==> src/rtl/dmem_bridge.sv <==
// rtl/dmem_bridge.sv - M-stage data memory to request/ack bus bridge (IDLE/ADDR/DATA/DONE).
// Optional bus wait timeout enabled by defining DMEM_BRIDGE_TIMEOUT_EN.
module dmem_bridge #(
   parameter int TIMEOUT = 255
) (
   input  logic        clk,
   input  logic        rst,
   input  logic        mem_en,
   input  logic [3:0]  mem_wen,
   input  logic [1:0]  load_size,
   input  logic [31:0] mem_addr,
   input  logic [31:0] mem_wdata,
   input  logic        except_flush,
   output logic [31:0] mem_rdata,
   output logic        mem_stall,
   output logic        bus_err,
   output logic        req,
   output logic        wr,
   output logic [1:0]  size,
   output logic [31:0] addr,
   output logic [31:0] wdata,
   input  logic        addr_ok,
   input  logic        data_ok,
   input  logic [31:0] rdata
);

   typedef enum logic [1:0] {IDLE, ADDR, DATA, DONE} state_t;

   state_t      state;
   state_t      next_state;
   logic        flush_pend;
   logic        timed_out;
   logic        tmo_fire;
   logic        load_done;
   logic        discard;
   logic [1:0]  store_size;

   if (TIMEOUT < 1 || TIMEOUT > 255) begin : g_bad_timeout
      $error("dmem_bridge: TIMEOUT must fit the 8-bit wait counter");
   end

`ifdef DMEM_BRIDGE_TIMEOUT_EN
   logic [7:0] wait_cnt;

   assign timed_out = ((state == ADDR) || (state == DATA)) && (wait_cnt == 8'(TIMEOUT - 1));

   always_ff @(posedge clk or posedge rst) begin
      if (rst) begin
         wait_cnt <= 8'd0;
      end else if (next_state != state) begin
         wait_cnt <= 8'd0;
      end else if ((state == ADDR) || (state == DATA)) begin
         wait_cnt <= wait_cnt + 8'd1;
      end
   end

   always_ff @(posedge clk or posedge rst) begin
      if (rst) begin
         bus_err <= 1'b0;
      end else begin
         bus_err <= tmo_fire;
      end
   end
`else
   assign timed_out = 1'b0;
   assign bus_err   = 1'b0;
`endif

   // Flush that arrives once the bus has accepted the address cannot cancel it.
   assign discard = flush_pend | except_flush;

   always_comb begin
      next_state = state;
      tmo_fire   = 1'b0;
      case (state)
         IDLE: begin
            if (mem_en && !except_flush) begin
               next_state = ADDR;
            end
         end
         ADDR: begin
            if (addr_ok && data_ok) begin
               next_state = except_flush ? IDLE : DONE;
            end else if (addr_ok) begin
               next_state = DATA;
            end else if (except_flush) begin
               next_state = IDLE;
            end else if (timed_out) begin
               next_state = DONE;
               tmo_fire   = 1'b1;
            end
         end
         DATA: begin
            if (data_ok) begin
               next_state = discard ? IDLE : DONE;
            end else if (timed_out) begin
               next_state = DONE;
               tmo_fire   = 1'b1;
            end
         end
         DONE: next_state = IDLE;
         default: next_state = IDLE;
      endcase
   end

   always_comb begin
      mem_stall = 1'b0;
      case (state)
         IDLE:    mem_stall = mem_en & ~except_flush;
         ADDR:    mem_stall = mem_en & ~(except_flush & ~addr_ok);
         DATA:    mem_stall = mem_en | flush_pend;
         default: mem_stall = 1'b0;
      endcase
   end

   always_comb begin
      store_size = 2'd2;
      case (mem_wen)
         4'b1111:                            store_size = 2'd2;
         4'b0011, 4'b1100:                   store_size = 2'd1;
         4'b0001, 4'b0010, 4'b0100, 4'b1000: store_size = 2'd0;
         default:                            store_size = 2'd2;
      endcase
   end

   assign load_done = !wr && !discard &&
                      (((state == ADDR) && addr_ok && data_ok) || ((state == DATA) && data_ok));

   always_ff @(posedge clk or posedge rst) begin
      if (rst) begin
         state <= IDLE;
      end else begin
         state <= next_state;
      end
   end

   always_ff @(posedge clk or posedge rst) begin
      if (rst) begin
         flush_pend <= 1'b0;
      end else if (next_state == DATA) begin
         flush_pend <= flush_pend | except_flush;
      end else begin
         flush_pend <= 1'b0;
      end
   end

   always_ff @(posedge clk or posedge rst) begin
      if (rst) begin
         req       <= 1'b0;
         wr        <= 1'b0;
         size      <= 2'd0;
         addr      <= 32'd0;
         wdata     <= 32'd0;
         mem_rdata <= 32'd0;
      end else begin
         req <= (next_state == ADDR);
         if ((state == IDLE) && (next_state == ADDR)) begin
            addr  <= mem_addr;
            wdata <= mem_wdata;
            wr    <= (mem_wen != 4'd0);
            size  <= (mem_wen != 4'd0) ? store_size : load_size;
         end
         if (load_done) begin
            mem_rdata <= rdata;
         end else if (tmo_fire) begin
            mem_rdata <= 32'd0;
         end
      end
   end

endmodule

==> config.mk <==
export PLATFORM = sky130hd
export DESIGN_NAME = dmem_bridge
export DESIGN_NICKNAME = d
export VERILOG_FILES = /design/src/rtl/dmem_bridge.sv
export SDC_FILE = /design/constraint.sdc
export NUM_CORES = 1
export LEC_CHECK = 0
export BUFFER_PORTS_ARGS = -buffer_cell sky130_fd_sc_hd__buf_2
export CAP_MARGIN = 15
export CORE_UTILIZATION = 47
export CTS_BUF_LIST = sky130_fd_sc_hd__clkbuf_4 sky130_fd_sc_hd__clkbuf_8
export DETAILED_ROUTE_END_ITERATION = 6
export GPL_ROUTABILITY_DRIVEN = 1
export MAX_ROUTING_LAYER = met4
export PLACE_DENSITY = 0.85
export SETUP_SLACK_MARGIN = 0.15
export SYNTH_ARGS = -nofsm -noshare
export SYNTH_HDL_FRONTEND = slang
export SYNTH_SLANG_ARGS = --single-unit
==> constraint.sdc <==
create_clock -name clk -period 3.34 [get_ports clk]
set_input_delay 0.167 -clock clk [delete_from_list [all_inputs] [get_ports clk]]
set_output_delay 0.167 -clock clk [all_outputs]
set_load 0.01 [all_outputs]
# == Yosys cells after proc, flatten, opt, wreduce, memory -nomap -nowiden ==
# Index checks and enable logic that the tools add are counted.
# totals
reg_bits,103
input_bits,108
word_cells,56
# classes
n_eq_ne,11
mux,13
bitwise,8
reduce_logical,16
# ops
cell,count
$mux 32,1
$mux 2,8
$eq 4x2->1 const B,2
$eq 4x4->1 const B,2
$logic_and 1x1->1,8
$pmux 2 s4,1
$eq 2x2->1 const B,3
$eq 2x1->1 const B,2
$eq 4x1->1 const B,1
$eq 4x3->1 const B,1
$pmux 2 s2,1
$reduce_bool 4->1,1
$reduce_or 4->1,1
$and 1x1->1,3
$logic_not 1->1,3
$not 1->1,3
$pmux 1 s3,1
$logic_not 2->1,1
$or 1x1->1,2
$reduce_or 2->1,1
$logic_or 1x1->1,1
$mux 1,1

# == Logic depth before layout (Yosys ltp) ==
# Gate-level depths: netlist of run 1.
# depth
ltp_word,6
ltp_mapped,5
ltp_nobuf,3

# == Worst setup path after synthesis of run 1 ==
# Ideal clock, no wire load.
# synth_path
path_type,register to register
from,reg state[0]
to,reg addr[13]
setup_ns,0.125
arrival_time_ns,1.511
t_required_ns,3.215
slack_ns,1.704
path_stages_with_launch,4
period_less_slack_ns,1.636
cell_sequence,dfrtp_1 > nor4b_4 > buf_6 > mux2_2
# synth_via
elab_chain_len,6
elab_cells_between_ends,12
cone_classes,eq/ne (4); mux (6); reduce/logical (2)
# synth_lines
element,line,source
"start, declared",29,state_t state;
"start signal, assigned",133,state <= next_state;
$mux 2,86,end else if (except_flush) begin
$mux 2,84,end else if (addr_ok) begin
$mux 2,82,if (addr_ok && data_ok) begin
$pmux 2 s4,75,case (state)
$eq 2x1->1,157,if ((state == IDLE) && (next_state == ADDR)) begin
$logic_and 1x1->1 (*),157,
"end signal, assigned",158,addr <= mem_addr;
"end, declared",20,"output logic [31:0] addr,"
# Mark *: on every way between the ends. The rest lies on a longest branch, timed or not.
# A chain may end at the register's enable or synchronous reset.

# == Worst setup path after layout of run 1 ==
# layout_path
from,reg flush_pend
to,reg mem_rdata[14]
# layout_via
elab_chain_len,4
# layout_lines
element,line,source
"start, declared",31,logic flush_pend;
"start signal, assigned",141,flush_pend <= flush_pend | except_flush;
$or 1x1->1,70,assign discard = flush_pend | except_flush;
$logic_not 1->1,126,assign load_done = !wr && !discard &&
$logic_and 1x1->1 (2 in a row),126,
"end signal, assigned",164,mem_rdata <= rdata;
"end, declared",14,"output logic [31:0] mem_rdata,"
# No other way between the ends.

==> results.toml, run 1 <==
[outcome]
run_status = "finished clean"

[drt]
finalWirelength_um = 8770
drt_drc_violations_left = 0
dr_total_vias = 2819
drtAntennaViolNets = 0
routed_via_density = 4.95
firstDrtPassIters = 4
detail_route.iter0.violations = 28
wl_per_cell_um = 15.4

[layout]
fillerInstances = 652
n_antenna_cell = 0
drive_gt1_share_pct = 69.5
layout-area-overhead-vs-synth_pct = 30.7
post_route_cell_area_sq_mm = 0.00540
layout.area.seq_sq_mm = 0.00258
final_cells = 570
nets = 568
multi_input_gate_area_sq_mm = 0.00143

[clock_tree]
path_clk_slew_ns = 0.10
buffer_count_from_post_cts_setup_fixing = 0
postCtsHoldBufs = 0
cts_tree = "done"
cts_max_path_buffers = 2
clock-root-buffer = "sky130_fd_sc_hd__clkbuf_8"
cts_sinks = 103
count_of_cells_resized_by_post_cts_repair = 0
clock_latency_ns = 0.34
cts-buffers-inserted = 9
cts.htree.levels = 3

[timing]
clock_skew_ns = 0.00834
drv_slew = 0
finalCriticalPeriod_ns = 2.09
grt_setup_unrepaired = "no"
final_hold_viol_count = 0
worst_slew_margin_rel_pct = 33.7
worstMarginPinSlew_ns = 0.995
setup_viol = 0
hold_slack_ns = 0.0352
setup_tns_ns = 0
max_clock_freq_mhz = 478
timing.final.crit_share_pct = 62.7

[floorplanning]
coreArea_sq_mm = 0.00838
fp.dieArea_sq_mm = 0.00918
boundaryPins = 210
die-width_um = 95.8
placementRows = 33
die_y_um = 95.8
start_util_pct = 49.3

[pwr]
p_int_w = 0.00305
power_share_of_the_clock_group_pct = 15.6
switchingPower_w = 0.00152
static-leakage-power_nw = 2.75
switching_share_pct = 33.2
power.share.combinational_pct = 38.0
irDropWorstVdd_v = 0.000391
power_density_mw_per_mm2 = 844
pwr-share-seq_pct = 46.5

[synth]
syn-instance-count = 248
synth_sequential_area_ratio_pct = 62.3
synth.cell_area_sq_mm = 0.00414
synth-adder-area-share_pct = 0
ys_top_cells_by_area = "sky130_fd_sc_hd__dfrtp_1 (62%), sky130_fd_sc_hd__mux2_2 (16%), sky130_fd_sc_hd__mux2_4 (11%), sky130_fd_sc_hd__buf_6 (2.7%), sky130_fd_sc_hd__mux2_1 (1.6%)"
synth_most_common_cell = "sky130_fd_sc_hd__dfrtp_1"
synth_compound_area_share_pct = 2.39
synthSimpleGateAreaFrac_pct = 3.21
syn_area_per_cell_sq_um = 16.7
postSynth.asyncResetShare_pct = 100
mappedNetlistNets = 356
ys.flop_type = "sky130_fd_sc_hd__dfrtp_1"
synth_enable_flop_cells = 0
synth-seq-cells = 103
synth.lib_cells_used.distinct = 29
synth_top_area_cell = "sky130_fd_sc_hd__dfrtp_1"
synth_top_family_by_area = "multiplexers"
synth.mux.area_fraction_pct = 28.9
yosys.area.top_type_share_pct = 62.3
netlist_top_cells_count = "sky130_fd_sc_hd__dfrtp_1 (103), sky130_fd_sc_hd__mux2_2 (60), sky130_fd_sc_hd__mux2_4 (30)"
post_synth_xor_area_fraction_pct = 0
yosysWarningCount = 0

[global_route]
track_usage_pct = 19.3
grt_pass1_vias = 2852
grt_max_degree = 86
grt_first_pass_wirelength_um = 13200
grt_overflow_total = 0
antenna_found_initial = 0

[worst_setup_path]
worstPathCellList = "nor4b_1, o21a_2, buf_4, mux2_4"
cp_slowest_stage_delay_ns = 0.60
ff2ff_setup_slack_ns = 1.25
cp_slowest_cell = "sky130_fd_sc_hd__o21a_2"
critPathCaptureType = "flip-flop"
path_max_fanout = 20
crit_path_start_kind = "flip-flop"
timing.setup.critical_path_class = "reg2reg"
worst-path-buf-inv = 1
cp.required_ns = 3.57
worst_ep_arrival_time_ns = 2.32
path_delay_family = "compound AO/OA/AOI/OAI gates"

[place]
port-buffer-count = 208
dpl_cell_area_sq_mm = 0.00522
place_inst = 554
routabilityCongestion = 0.763
detailed_place_hpwl_um = 6660

[job]
max_cap_violations = 0

[hold_path]
worst_hold_path_type = "in2reg"
final cells by class:
type | instances | share of cell area (%)
Clock buffer | 9 | 2.29
Multi-Input combinational cell | 132 | 26.4
Tap cell | 105 | 2.43
Inverter | 1 | 0.116
Clock inverter | 7 | 1.04
Timing Repair Buffer | 213 | 20.0
Sequential cell | 103 | 47.7
power groups by stage:
stage	Clock, W	Combinational, W	Sequential (W)
2_1_floorplan	0	0.000717	0.00240
3_3_place_gp	0	0.00170	0.00210
3_5_place_dp	0	0.00177	0.00214
4_1_cts	0.000734	0.00176	0.00212
5_1_grt	0.000788	0.00187	0.00220
6_report	0.000710	0.00173	0.00212
layout by cell type, fill, tap and decap left out, drive strengths merged, types with 3 or more instances in the layout:
master and instances:
nand2 4, inv 3, dfrtp 103, clkbuf 9, mux2 96, buf 213, nor2 5, o21ai 3
clkinvlp 4
path summary, 6_finish.rpt:
kind	startpoint	to	cells past startpoint
max in group asynchronous	rst	wdata[21]$_DFFE_PP0P_	3
setup reg to reg	flush_pend$_DFF_PP0_	mem_rdata[14]$_DFFE_PP0P_	4
min in group asynchronous	rst	mem_rdata[13]$_DFFE_PP0P_	2
setup / recovery	flush_pend$_DFF_PP0_	mem_rdata[14]$_DFFE_PP0P_	4
hold / removal	mem_wdata[1]	wdata[1]$_DFFE_PP0P_	2
hold reg to reg	wdata[1]$_DFFE_PP0P_	wdata[1]$_DFFE_PP0P_	1
cells by family after synthesis:
kind of cell	Yosys count
AND/OR/NAND/NOR	21
AO/OA/AOI/OAI	14
flip-flops	103
buffers and inverters	13
other	1
multiplexers	96
metrics by stage:
stage / utilization, % / total power (W) / setup WS [ns]
after floorplan: - / 0.00311 / 0.469
after global placement: 62.3 / 0.00381 / 1.36
after detailed placement: 62.3 / 0.00390 / 1.25
after CTS: 64.5 / 0.00462 / 1.24
after global routing: 64.5 / 0.00486 / 1.13
final: 64.5 / 0.00456 / 1.25
sequential cells by signal, summed over array words and instances, names as in the netlist:
register	cells
addr	32
mem_rdata	32
wdata	32
size	2
state	2
flush_pend	1
req	1
wr	1
metal layers:
metal / global-route usage, % / share of wire [%] / up-vias
met5: - / 0 / -
met4: 5.10 / 1.2 / 0
met3: 4.27 / 6.9 / 11
met2: 33.6 / 51 / 133
met1: 22.8 / 41 / 1375
li1: - / - / 1300
Power figures use the tool's default switching activity.
==> inputs of run 2 (changes only) <==
Settings changed: CORE_UTILIZATION 47 to 42, PLACE_DENSITY 0.85 to 0.81.
Clock period 3.34 ns to 1.9 ns, I/O delays scaled along.
==> results.toml, run 2 (synthesized netlist as in run 1, its figures left out) <==
[outcome]
run_status = "finished clean"

[pwr]
switchingPower_w = 0.00272
static-leakage-power_nw = 3.18
power_share_of_the_clock_group_pct = 15.8
power_density_mw_per_mm2 = 1290
switching_share_pct = 32.6
power.share.combinational_pct = 39.3
p_int_w = 0.00562
pwr-share-seq_pct = 44.9
design_power_total_w = 0.00834
irDropWorstVdd_v = 0.000637

[floorplanning]
fp.dieArea_sq_mm = 0.0102
die_y_um = 101
boundaryPins = 210
start_util_pct = 44.1
coreArea_sq_mm = 0.00937
die-width_um = 101
placementRows = 35

[place]
detailed_place_hpwl_um = 6290
dpl_cell_area_sq_mm = 0.00528
routabilityCongestion = 0.767
port-buffer-count = 208

[layout]
n_antenna_cell = 0
layout.cells.most_common = "sky130_fd_sc_hd__buf_2"
post_route_cell_area_sq_mm = 0.00647
post-route-util_pct = 69.1
largestRegisters = "addr: 32 flops, mem_rdata: 32 flops, wdata: 32 flops"
final_cell_mix = "sky130_fd_sc_hd__buf_2 (208), sky130_fd_sc_hd__dfrtp_1 (103), sky130_fd_sc_hd__dlygate4sd3_1 (98)"
drive_gt1_share_pct = 57.4
layout-area-overhead-vs-synth_pct = 56.5
fillerInstances = 661
nets = 666

[timing]
hold_slack_ns = 0.0504
worst_slew_margin_rel_pct = 63.3
drv_slew = 0
grt_setup_unrepaired = "no"
setup_tns_ns = 0
max_clock_freq_mhz = 599
final_hold_viol_count = 0
timing.final.crit_share_pct = 87.9
finalCriticalPeriod_ns = 1.67
setup_viol = 0
worstMarginPinSlew_ns = 0.550
clock_skew_ns = 0.0113

[drt]
route.met3.wl_um = 600
drtAntennaViolNets = 0
wl_met1_um = 4330
met2RoutedLength_um = 5880
firstDrtPassIters = 4
finalWirelength_um = 11000
routed.top_layer = "met4"
detail_route.iter0.violations = 44
dr_total_vias = 3257
drt_drc_violations_left = 0
routed_via_density = 4.72
wl_per_cell_um = 15.9

[worst_setup_path]
crit_path_start_kind = "flip-flop"
critPathCaptureType = "flip-flop"
cp.required_ns = 2.13
timing.setup.critical_path_class = "reg2reg"
path_max_fanout = 32
worst-r2r-cell-count = 4
worst_ep_arrival_time_ns = 1.90

[global_route]
grt_max_degree = 104
grt_first_pass_wirelength_um = 17000
grt_pass1_vias = 3563
antenna_found_initial = 0
grt_overflow_total = 0
track_usage_pct = 22.1

[clock_tree]
cts_sinks = 103
cts.htree.levels = 3
cts-buffers-inserted = 9
cts_max_path_buffers = 2
path_clk_slew_ns = 0.09
cts_tree = "done"
clock_latency_ns = 0.35
clock-root-buffer = "sky130_fd_sc_hd__clkbuf_8"

[hold_path]
hold_depth = 3
worst_hold_path_type = "in2reg"

[job]
max_cap_violations = 0
==> run 2: worst max-delay path: stages (launching register included) <==
cell	delay, ns
sky130_fd_sc_hd__dfrtp_1	0.42
sky130_fd_sc_hd__nor4b_1	0.30
sky130_fd_sc_hd__o21a_2	0.21
sky130_fd_sc_hd__buf_12	0.25
sky130_fd_sc_hd__mux2_2	0.37
==> run 2: area by class of cell <==
| type | instances | area (sq um) | area share (%) |
|---|---|---|---|
| Timing Repair Buffer | 311 | 2110 | 32.6 |
| Sequential cell | 103 | 2580 | 39.8 |
| Clock buffer | 9 | 124 | 1.91 |
| Multi-Input combinational cell | 132 | 1430 | 22.1 |
| Tap cell | 129 | 161 | 2.49 |
| Clock inverter | 5 | 60.1 | 0.928 |
| Inverter | 1 | 7.51 | 0.116 |
==> run 2: power by group through the flow <==
stage	registers (W)	clock network, W	logic [W]
detailed placement	0.00375	0	0.00309
global placement	0.00370	0	0.00300
finish	0.00374	0.00132	0.00328
global route	0.00386	0.00144	0.00352
CTS	0.00372	0.00136	0.00325
floorplan	0.00422	0	0.00126
==> run 2: what timing repair did <==
item,4_1_cts,5_1_grt
resized for setup,0,4
hold buffers,98,0
endpoints found under the hold margin,200,0
setup buffers,0,1
endpoints found under the setup margin,0,63
==> run 2: path summary, 6_finish.rpt <==
check | end | slack (ns) | from
max | mem_rdata[27]$_DFFE_PP0P_ | 0.23 | flush_pend$_DFF_PP0_
min | size[0]$_DFFE_PP0P_ | 0.05 | mem_wen[0]
max reg2reg | mem_rdata[27]$_DFFE_PP0P_ | 0.23 | flush_pend$_DFF_PP0_
min reg2reg | wdata[2]$_DFFE_PP0P_ | 0.49 | wdata[2]$_DFFE_PP0P_
max in group asynchronous | mem_rdata[11]$_DFFE_PP0P_ | 1.02 | rst
min in group asynchronous | wdata[4]$_DFFE_PP0P_ | 0.46 | rst
==> run 2: metal layers <==
metal / track usage (%) / vias up
met3: 3.59 / 22
li1: - / 1488
met2: 40.2 / 147
met4: 7.58 / 0
met5: - / -
met1: 24.4 / 1600
==> run 2: per-stage QoR <==
| stage | instances | worst slack [ns] |
|---|---|---|
| final | 690 | 0.230 |
| after global routing | 690 | 0.161 |
| after CTS | 688 | 0.189 |
| after detailed placement | 576 | 0.197 |
| after global placement | 576 | 0.253 |
| after floorplan | 248 | 0.264 |
